<file path="src/rtl/mul_exe_pipe.sv">
// Pipelined integer multiply unit: partial products accumulated over STAGES registers.
// Define TARTARUGA_MULH_EN to build the MULH/MULHSU/MULHU high-product datapath.
package mul_exe_pkg;
  localparam int MUL_XLEN = 32;
  localparam int EXE_STAGES_MULT = 4;

  typedef enum logic [1:0] {ALU = 2'd0, MUL = 2'd1, MEM = 2'd2, CSR = 2'd3} wb_origin_e;

  typedef struct packed {
    logic [6:0] func7;
    logic [4:0] rs2;
    logic [4:0] rs1;
    logic [2:0] func3;
    logic [4:0] rd;
    logic [6:0] opcode;
  } rtype_t;

  typedef union packed {
    rtype_t      rtype;
    logic [31:0] raw;
  } instr_word_t;

  typedef struct packed {
    instr_word_t instr;
    wb_origin_e  wb_origin;
    logic        write_enable;
    logic [4:0]  addr_rd;
  } instr_t;

  typedef struct packed {
    logic                valid;
    instr_t              instr;
    logic [MUL_XLEN-1:0] data_rs1;
    logic [MUL_XLEN-1:0] data_rs2;
  } decode_to_exe_t;

  typedef struct packed {
    logic                valid;
    instr_t              instr;
    logic [MUL_XLEN-1:0] result;
    logic [MUL_XLEN-1:0] data_rs2;
    logic                branch_taken;
  } exe_to_mem_t;
endpackage

module mul_exe_pipe
  import mul_exe_pkg::*;
#(
  parameter int STAGES = EXE_STAGES_MULT,
  parameter int XLEN   = MUL_XLEN
) (
  input  logic           clk,
  input  logic           rst,
  input  logic           stall_i,
  input  logic           flush_i,
  input  decode_to_exe_t from_decode_i,
  output exe_to_mem_t    to_mem_o,
  input  logic [4:0]     query_rs1_i,
  input  logic [4:0]     query_rs2_i,
  output logic           hazard_o,
  output logic           busy_o
);

`ifdef TARTARUGA_MULH_EN
  localparam int OPW = XLEN + 1;
  localparam int PW  = 2 * XLEN + 2;
`else
  localparam int OPW = XLEN;
  localparam int PW  = XLEN;
`endif
  // rs2 is cut into STAGES chunks; NB > OPW always, so the sign-extension below is never empty
  localparam int CH  = OPW / STAGES + 1;
  localparam int NB  = STAGES * CH;
  localparam int PPW = OPW + CH + 1;

  typedef struct packed {
    logic              valid;
    instr_t            instr;
    logic [XLEN-1:0]   data_rs2;
`ifdef TARTARUGA_MULH_EN
    logic [2:0]        func3;
`endif
    logic [OPW-1:0]    a;
    logic [NB-1:0]     b;
    logic [PW-1:0]     acc;
  } stage_t;

  stage_t         st  [STAGES];
  stage_t         adv [STAGES];
  logic [OPW-1:0] a_op;
  logic [OPW-1:0] b_op;

  // Chunk k of b times a, placed at its weight; the top chunk carries b's sign.
  function automatic logic [PW-1:0] part_prod(input logic [OPW-1:0] a,
                                              input logic [NB-1:0] b,
                                              input int k);
    logic [CH-1:0]         c;
    logic                  s;
    logic signed [PPW-1:0] ae;
    logic signed [PPW-1:0] ce;
    logic signed [PPW-1:0] p;
    logic [PW+PPW-1:0]     ext;
    c   = b[k*CH +: CH];
    s   = (k == STAGES - 1) ? c[CH-1] : 1'b0;
    ae  = {{(CH + 1){a[OPW-1]}}, a};
    ce  = {{(OPW + 1){s}}, c};
    p   = ae * ce;
    ext = {{PW{p[PPW-1]}}, p} << (k * CH);
    return ext[PW-1:0];
  endfunction

  // Next-state of every stage when the pipe advances.
  always_comb begin
`ifdef TARTARUGA_MULH_EN
    a_op = {((from_decode_i.instr.instr.rtype.func3 == 3'b001) ||
             (from_decode_i.instr.instr.rtype.func3 == 3'b010)) ?
            from_decode_i.data_rs1[XLEN-1] : 1'b0, from_decode_i.data_rs1};
    b_op = {(from_decode_i.instr.instr.rtype.func3 == 3'b001) ?
            from_decode_i.data_rs2[XLEN-1] : 1'b0, from_decode_i.data_rs2};
`else
    a_op = from_decode_i.data_rs1;
    b_op = from_decode_i.data_rs2;
`endif
    adv[0]          = '0;
    adv[0].valid    = from_decode_i.valid && (from_decode_i.instr.wb_origin == MUL);
    adv[0].instr    = from_decode_i.instr;
    adv[0].data_rs2 = from_decode_i.data_rs2;
`ifdef TARTARUGA_MULH_EN
    adv[0].func3    = from_decode_i.instr.instr.rtype.func3;
`endif
    adv[0].a        = a_op;
    adv[0].b        = {{(NB - OPW){b_op[OPW-1]}}, b_op};
    adv[0].acc      = part_prod(a_op, adv[0].b, 0);
    for (int k = 1; k < STAGES; k++) begin
      adv[k]     = st[k-1];
      adv[k].acc = st[k-1].acc + part_prod(st[k-1].a, st[k-1].b, k);
    end
  end

  // Stage registers: flush beats stall, stall freezes everything.
  always_ff @(posedge clk or posedge rst) begin
    if (rst) begin
      for (int k = 0; k < STAGES; k++) st[k] <= '0;
    end else if (flush_i) begin
      for (int k = 0; k < STAGES; k++) st[k].valid <= 1'b0;
    end else if (!stall_i) begin
      for (int k = 0; k < STAGES; k++) st[k] <= adv[k];
    end else begin
      for (int k = 0; k < STAGES; k++) st[k] <= st[k];
    end
  end

  // Output packet taken from the last stage.
  always_comb begin
    to_mem_o              = '0;
    to_mem_o.valid        = st[STAGES-1].valid;
    to_mem_o.instr        = st[STAGES-1].instr;
    to_mem_o.data_rs2     = st[STAGES-1].data_rs2;
    to_mem_o.branch_taken = 1'b0;
`ifdef TARTARUGA_MULH_EN
    case (st[STAGES-1].func3)
      3'b001, 3'b010, 3'b011: to_mem_o.result = st[STAGES-1].acc[2*XLEN-1:XLEN];
      default:                to_mem_o.result = st[STAGES-1].acc[XLEN-1:0];
    endcase
`else
    to_mem_o.result = st[STAGES-1].acc[XLEN-1:0];
`endif
  end

  // Busy and RAW hazard against decode's source registers.
  always_comb begin
    hazard_o = 1'b0;
    busy_o   = 1'b0;
    for (int k = 0; k < STAGES; k++) begin
      busy_o = busy_o | st[k].valid;
      if (st[k].valid && st[k].instr.write_enable && (st[k].instr.addr_rd != 5'd0) &&
          ((st[k].instr.addr_rd == query_rs1_i) || (st[k].instr.addr_rd == query_rs2_i))) begin
        hazard_o = 1'b1;
      end else begin
        hazard_o = hazard_o;
      end
    end
  end

endmodule

</file>
<file path="config.mk">
export PLATFORM = sky130hd
export DESIGN_NAME = mul_exe_pipe
export DESIGN_NICKNAME = d
export VERILOG_FILES = /design/src/rtl/mul_exe_pipe.sv
export SDC_FILE = /design/constraint.sdc
export NUM_CORES = 2
export LEC_CHECK = 0
export ABC_AREA = 1
export CAP_MARGIN = 40
export CORE_AREA = 2 2 263 265
export DETAILED_ROUTE_END_ITERATION = 8
export DIE_AREA = 0 0 265 267
export PLACE_DENSITY = 0.75
export SYNTH_ARGS = -nofsm -noshare
export SYNTH_HDL_FRONTEND = slang
export SYNTH_SLANG_ARGS = --single-unit
</file>
<file path="constraint.sdc">
create_clock -name clk -period 18.6 [get_ports clk]
set_input_delay 3.72 -clock clk [delete_from_list [all_inputs] [get_ports clk]]
set_output_delay 3.72 -clock clk [all_outputs]
set_load 0.1 [all_outputs]
</file>
== Word level (Yosys, flattened, before mapping) ==
Index checks and enable logic that the tools add are counted.
Operators by class
  $add $sub $neg: 3
  $mul: 4
  equal/unequal tests: 10
  mux-type cells: 9
  bitwise operators: 5
  reduce and logical (&&, ||, !) cells: 22
Operators with widths (number)
  692-bit 2-to-1 mux: 1
  32-bit adder: 3
  5-bit equality test: 8
  32-bit by 10-bit multiplier with 14-bit output: 1
  32-bit by 10-bit multiplier with 23-bit output: 1
  32-bit by 10-bit multiplier with 32-bit output: 1
  32-bit by 5-bit multiplier with 5-bit output: 1
  5-bit nonzero test: 4
  1-bit logical AND: 13
  1-bit 2-to-1 mux: 8
  1-bit logical OR: 4
  1-bit bitwise OR: 3
  2-bit by 1-bit equality test with 1-bit output (second input constant): 1
  2-bit by 1-bit inequality test with 1-bit output (second input constant): 1
  1-bit NOT: 2
  2-bit AND reduction: 1
Word-level totals
  bits in registers: 676
  input bits: 119
  output and inout port bits: 108
  logic and storage cells: 89

== Longest topological paths before layout ==
  depth after elaboration: 7
  gate-level depth with buffers: 33
  mapped depth without buffers: 32

== Worst setup path after synthesis ==
OpenSTA, ideal clock, no wires.
  path kind: input port to output port
  start: input query_rs1_i[4]
  end: output hazard_o
  arrival time: 5261 ps
  required time: 14880 ps
  path slack: 9619 ps
  stages on the path: 5
  path buffers: 1
  cells stage by stage: clkbuf_1 > xor2_1 > o41ai_1 > nand4_1 > nand4_1
On the way
  cells in the longest elaborated chain, start to end: 7
  elaborated cells between the ends (all ways): 16
  classes of those cells: eq/ne (4); mux (4); reduce/logical (8)
RTL lines
  start: declaration: RTL line 58  | input logic [4:0] query_rs1_i,
  5-bit equality test: RTL line 177  | ((st[k].instr.addr_rd == query_rs1_i) || (st[k].instr.addr_rd == query_rs2_i))) begin
  1-bit logical OR: RTL line 177
  1-bit logical AND: RTL line 176  | if (st[k].valid && st[k].instr.write_enable && (st[k].instr.addr_rd != 5'd0) &&
  1-bit 2-to-1 mux (3 in series): RTL line 176
  1-bit 2-to-1 mux *: RTL line 176
  end: declaration: RTL line 60  | output logic hazard_o,
Mark *: on every way between the ends. The rest lies on a longest branch, timed or not.

== Worst setup path after layout ==
  start: input query_rs1_i[1]
  end: output hazard_o
Same word-level chain as after synthesis.

==> run_results.csv <==
group,metric,value,unit
sta,tightestPinTransition,0.903,ns
die,initial_utilization,54.4,%
critical_path,cp.required,14.88,ns
clock_network,clk_pin_slew,0.06,ns
clock_network,clockBufferDepth,3,
place,numPortBuffers,225,
place,dpl-instance-area,0.0417,mm²
run_status,status,"finished clean",
critical_path,end_kind,"output port",
synthesis,avgSynthCellArea,7.80,µm²
synthesis,ys_warn_count,0,
die,ios,227,
layout,multiInputGateArea,0.0203,mm²
sta,fin_crit,9.82,ns
power,peakVddDrop,0.142,mV
synthesis,yosys_register_bits,462,
clock_network,post-cts-setup-buffers,0,
layout,area_growth,17.7,%
synthesis,ys_top_cells_by_area,"dfrtp_1 31%, fa_1 19%, nand2_1 17%",
global_routing,grt_max_degree,205,
global_routing,grt_first_pass_wirelength,154000,µm
run,maxCapViolations,0,
place,gp_congestion,0.909,
clock_network,clock_latency,0.61,ns
sta,fmax,102,MHz
clock_network,cts_buffers,51,
critical_path,path_max_fanout,5,
route,drtAntennaViolNets,0,
critical_path,start_kind,"primary input",
sta,fin_setup_tns,0,ns
layout,drive_gt1_share,5.33,%
sta,skew,0.0348,ns
die,die_w,265,µm
critical_path,crit_chain,"clkdlybuf4s50_1 > inv_1 > nand2_1 > nand3_1 > o41ai_1 > nand4_1 > nand4_1 > clkdlybuf4s50_1 > buf_8",
place,dp_hpwl,69600,µm
layout,num-fill-cells,5657,
layout,register_area,0.0116,mm²
global_routing,grt_usage,27.1,%
die,core-area,0.0680,mm²
route,drt_iter0_markers,2021,
critical_path,slowest_delay,0.65,ns
layout,nNetsFinal,5499,
die,die_h,267,µm
route,wirelength,92600,µm
sta,max_slew_margin,39.8,%
die,dieArea,0.0708,mm²
clock_network,tritoncts,"built",
global_routing,antenna_found_initial,4,
route,vias_per_cell,5.12,
min_path,hold_path.class,"reg2reg",
route,route.vias.total,29505,
critical_path,cp_num_buf_inv,4,
clock_network,clock-sinks,462,
clock_network,cts.repair.resized,0,
critical_path,crit_path_top_delay_cell,"clkdlybuf4s50_1",
global_routing,grt_overflow_total,0,
synthesis,yosysTopAreaCell,"dfrtp_1",
clock_network,clock-root-buffer,"clkbuf_16",
sta,setup_viol,0,
route,dr.pass1.iters,5,
power,p_per_area,172,mW/mm²
sta,finalHoldViolCount,0,
critical_path,critical_path_class,"in2out",
sta,fin_crit_sh,52.8,%
route,avgRoutedWirePerCell,16.1,µm
synthesis,synth_nets,5400,
synthesis,syn_area,0.0370,mm²
clock_network,htreeDepth,2,
synthesis,synth_cell_type_count,53,
die,core.rowCount,96,
global_routing,grt_pass1_vias,30625,
synthesis,yosys.area.top_type_share,31.3,%
route,drc,0,
sta,report.final.slew_viol_count,0,
layout,fin_area,0.0435,mm²
sta,rsz0062_at_grt,"false",
critical_path,arrival,6.10,ns
synthesis,syn_inst,4740,
power,p_leak,0.0243,µW
clock_network,postCtsHoldBufs,0,
critical_path,crit_family,"buffers and inverters",
synthesis,ys_seq_area_share,31.3,%
[cells by family (layout without fill, tap and decap cells)]
logic type | after synthesis | count (layout) | synth area share [%]
XOR/XNOR | 105 | 105 | 2.49
adder cells (fa/ha/maj) | 541 | 541 | 25.3
other | 1 | 5 | 0.0101
AND/OR/NAND/NOR | 1935 | 1935 | 20.5
flip-flops | 462 | 462 | 31.3
AO/OA/AOI/OAI | 454 | 454 | 6.67
buffers and inverters | 1242 | 1381 | 13.8
[final timing paths]
path	startpoint	end	slack [ns]	depth (start not counted)
hold reg to reg	st[190]	to_mem_o[50]	0.45	2
setup / recovery	query_rs1_i[1]	hazard_o	8.78	9
min in group asynchronous	rst	st[550]	3.45	2
hold / removal	st[190]	to_mem_o[50]	0.45	2
max in group asynchronous	rst	adv[50]	12.99	6
setup reg to reg	adv[390]	st[376]	11.48	31
[registers in the layout, summed over array words and instances, names as in the netlist]
register  count
adv         261
to_mem_o     73
st          128
[report_power, final]
group	switching [µW]	internal [µW]
Combinational	3080	1900
Sequential	196	1240
Clock	432	654
Total	3710	3790
[per-stage QoR]
stage	power, µW	util [%]	hold WS [ns]	cells	setup slack (ns)
floorplan	5000	-	0.442	4740	2.00
global placement	5990	57.3	0.453	5553	8.39
detailed placement	6400	61.3	0.457	5668	8.78
CTS	7520	64.0	0.446	5761	8.76
global route	8230	64.0	0.468	5765	8.54
finish	7500	64.0	0.453	5765	8.78
[per-layer routing]
layer	vias up	wire length (µm)	track usage [%]	part of all wire, %
li1	14224	-	-	-
met1	14226	38100	34.6	41
met2	867	46200	47.7	50
met3	188	5160	3.48	5.6
met4	0	3110	9.36	3.4
met5	-	0	0	0
[cell usage after synthesis, drive strengths merged]
cell        n
a221o       3
o2111ai     2
a21oi     105
o22ai       6
nor2       99
xnor2      51
o211a       1
nor3       19
xor2       54
clkinv      1
a21boi      6
buf       138
o21a        5
or2        19
a211oi      1
a31oi      22
nand4      27
ha        198
nand3b      5
nand2    1672
a21o        7
o31ai       5
o41ai       2
conb        1
o211ai      2
nand3      88
clkbuf    179
nor4        3
dfrtp     462
fa        343
inv       924
o221ai      1
nor3b       3
o21ai     278
a31o        2
o21bai      6
[tightest hold or removal path, cell delays in order, from the launching register on]
cell     delay [ns]
dfrtp_1        0.34
nand2_1        0.05
nand2_1        0.05
[layout by cell type (no fill, tap or decap), types with 9 or more instances in the layout]
| cell type | n |
|---|---|
| a21oi_1 | 102 |
| a31oi_1 | 22 |
| buf_16 | 83 |
| buf_4 | 22 |
| buf_8 | 31 |
| clkbuf_16 | 51 |
| clkbuf_8 | 12 |
| clkdlybuf4s50_1 | 225 |
| dfrtp_1 | 462 |
| fa_1 | 343 |
| ha_1 | 198 |
| inv_1 | 918 |
| nand2_1 | 1669 |
| nand3_1 | 87 |
| nand4_1 | 27 |
| nor2_1 | 93 |
| nor3_1 | 19 |
| o21ai_0 | 239 |
| o21ai_1 | 37 |
| or2_1 | 9 |
| xnor2_1 | 51 |
| xor2_1 | 54 |
[area by class of cell]
cell class | instances | area share (%)
diodes | 4 | 0.0230
clock buffers | 70 | 3.37
clock inverters | 23 | 0.831
inverters | 925 | 8.01
multi-input cells | 3036 | 46.7
flip-flops and latches | 462 | 26.6
well taps | 882 | 2.53
repair buffers | 363 | 12.0
No activity file was read; power rests on OpenSTA's default activity.
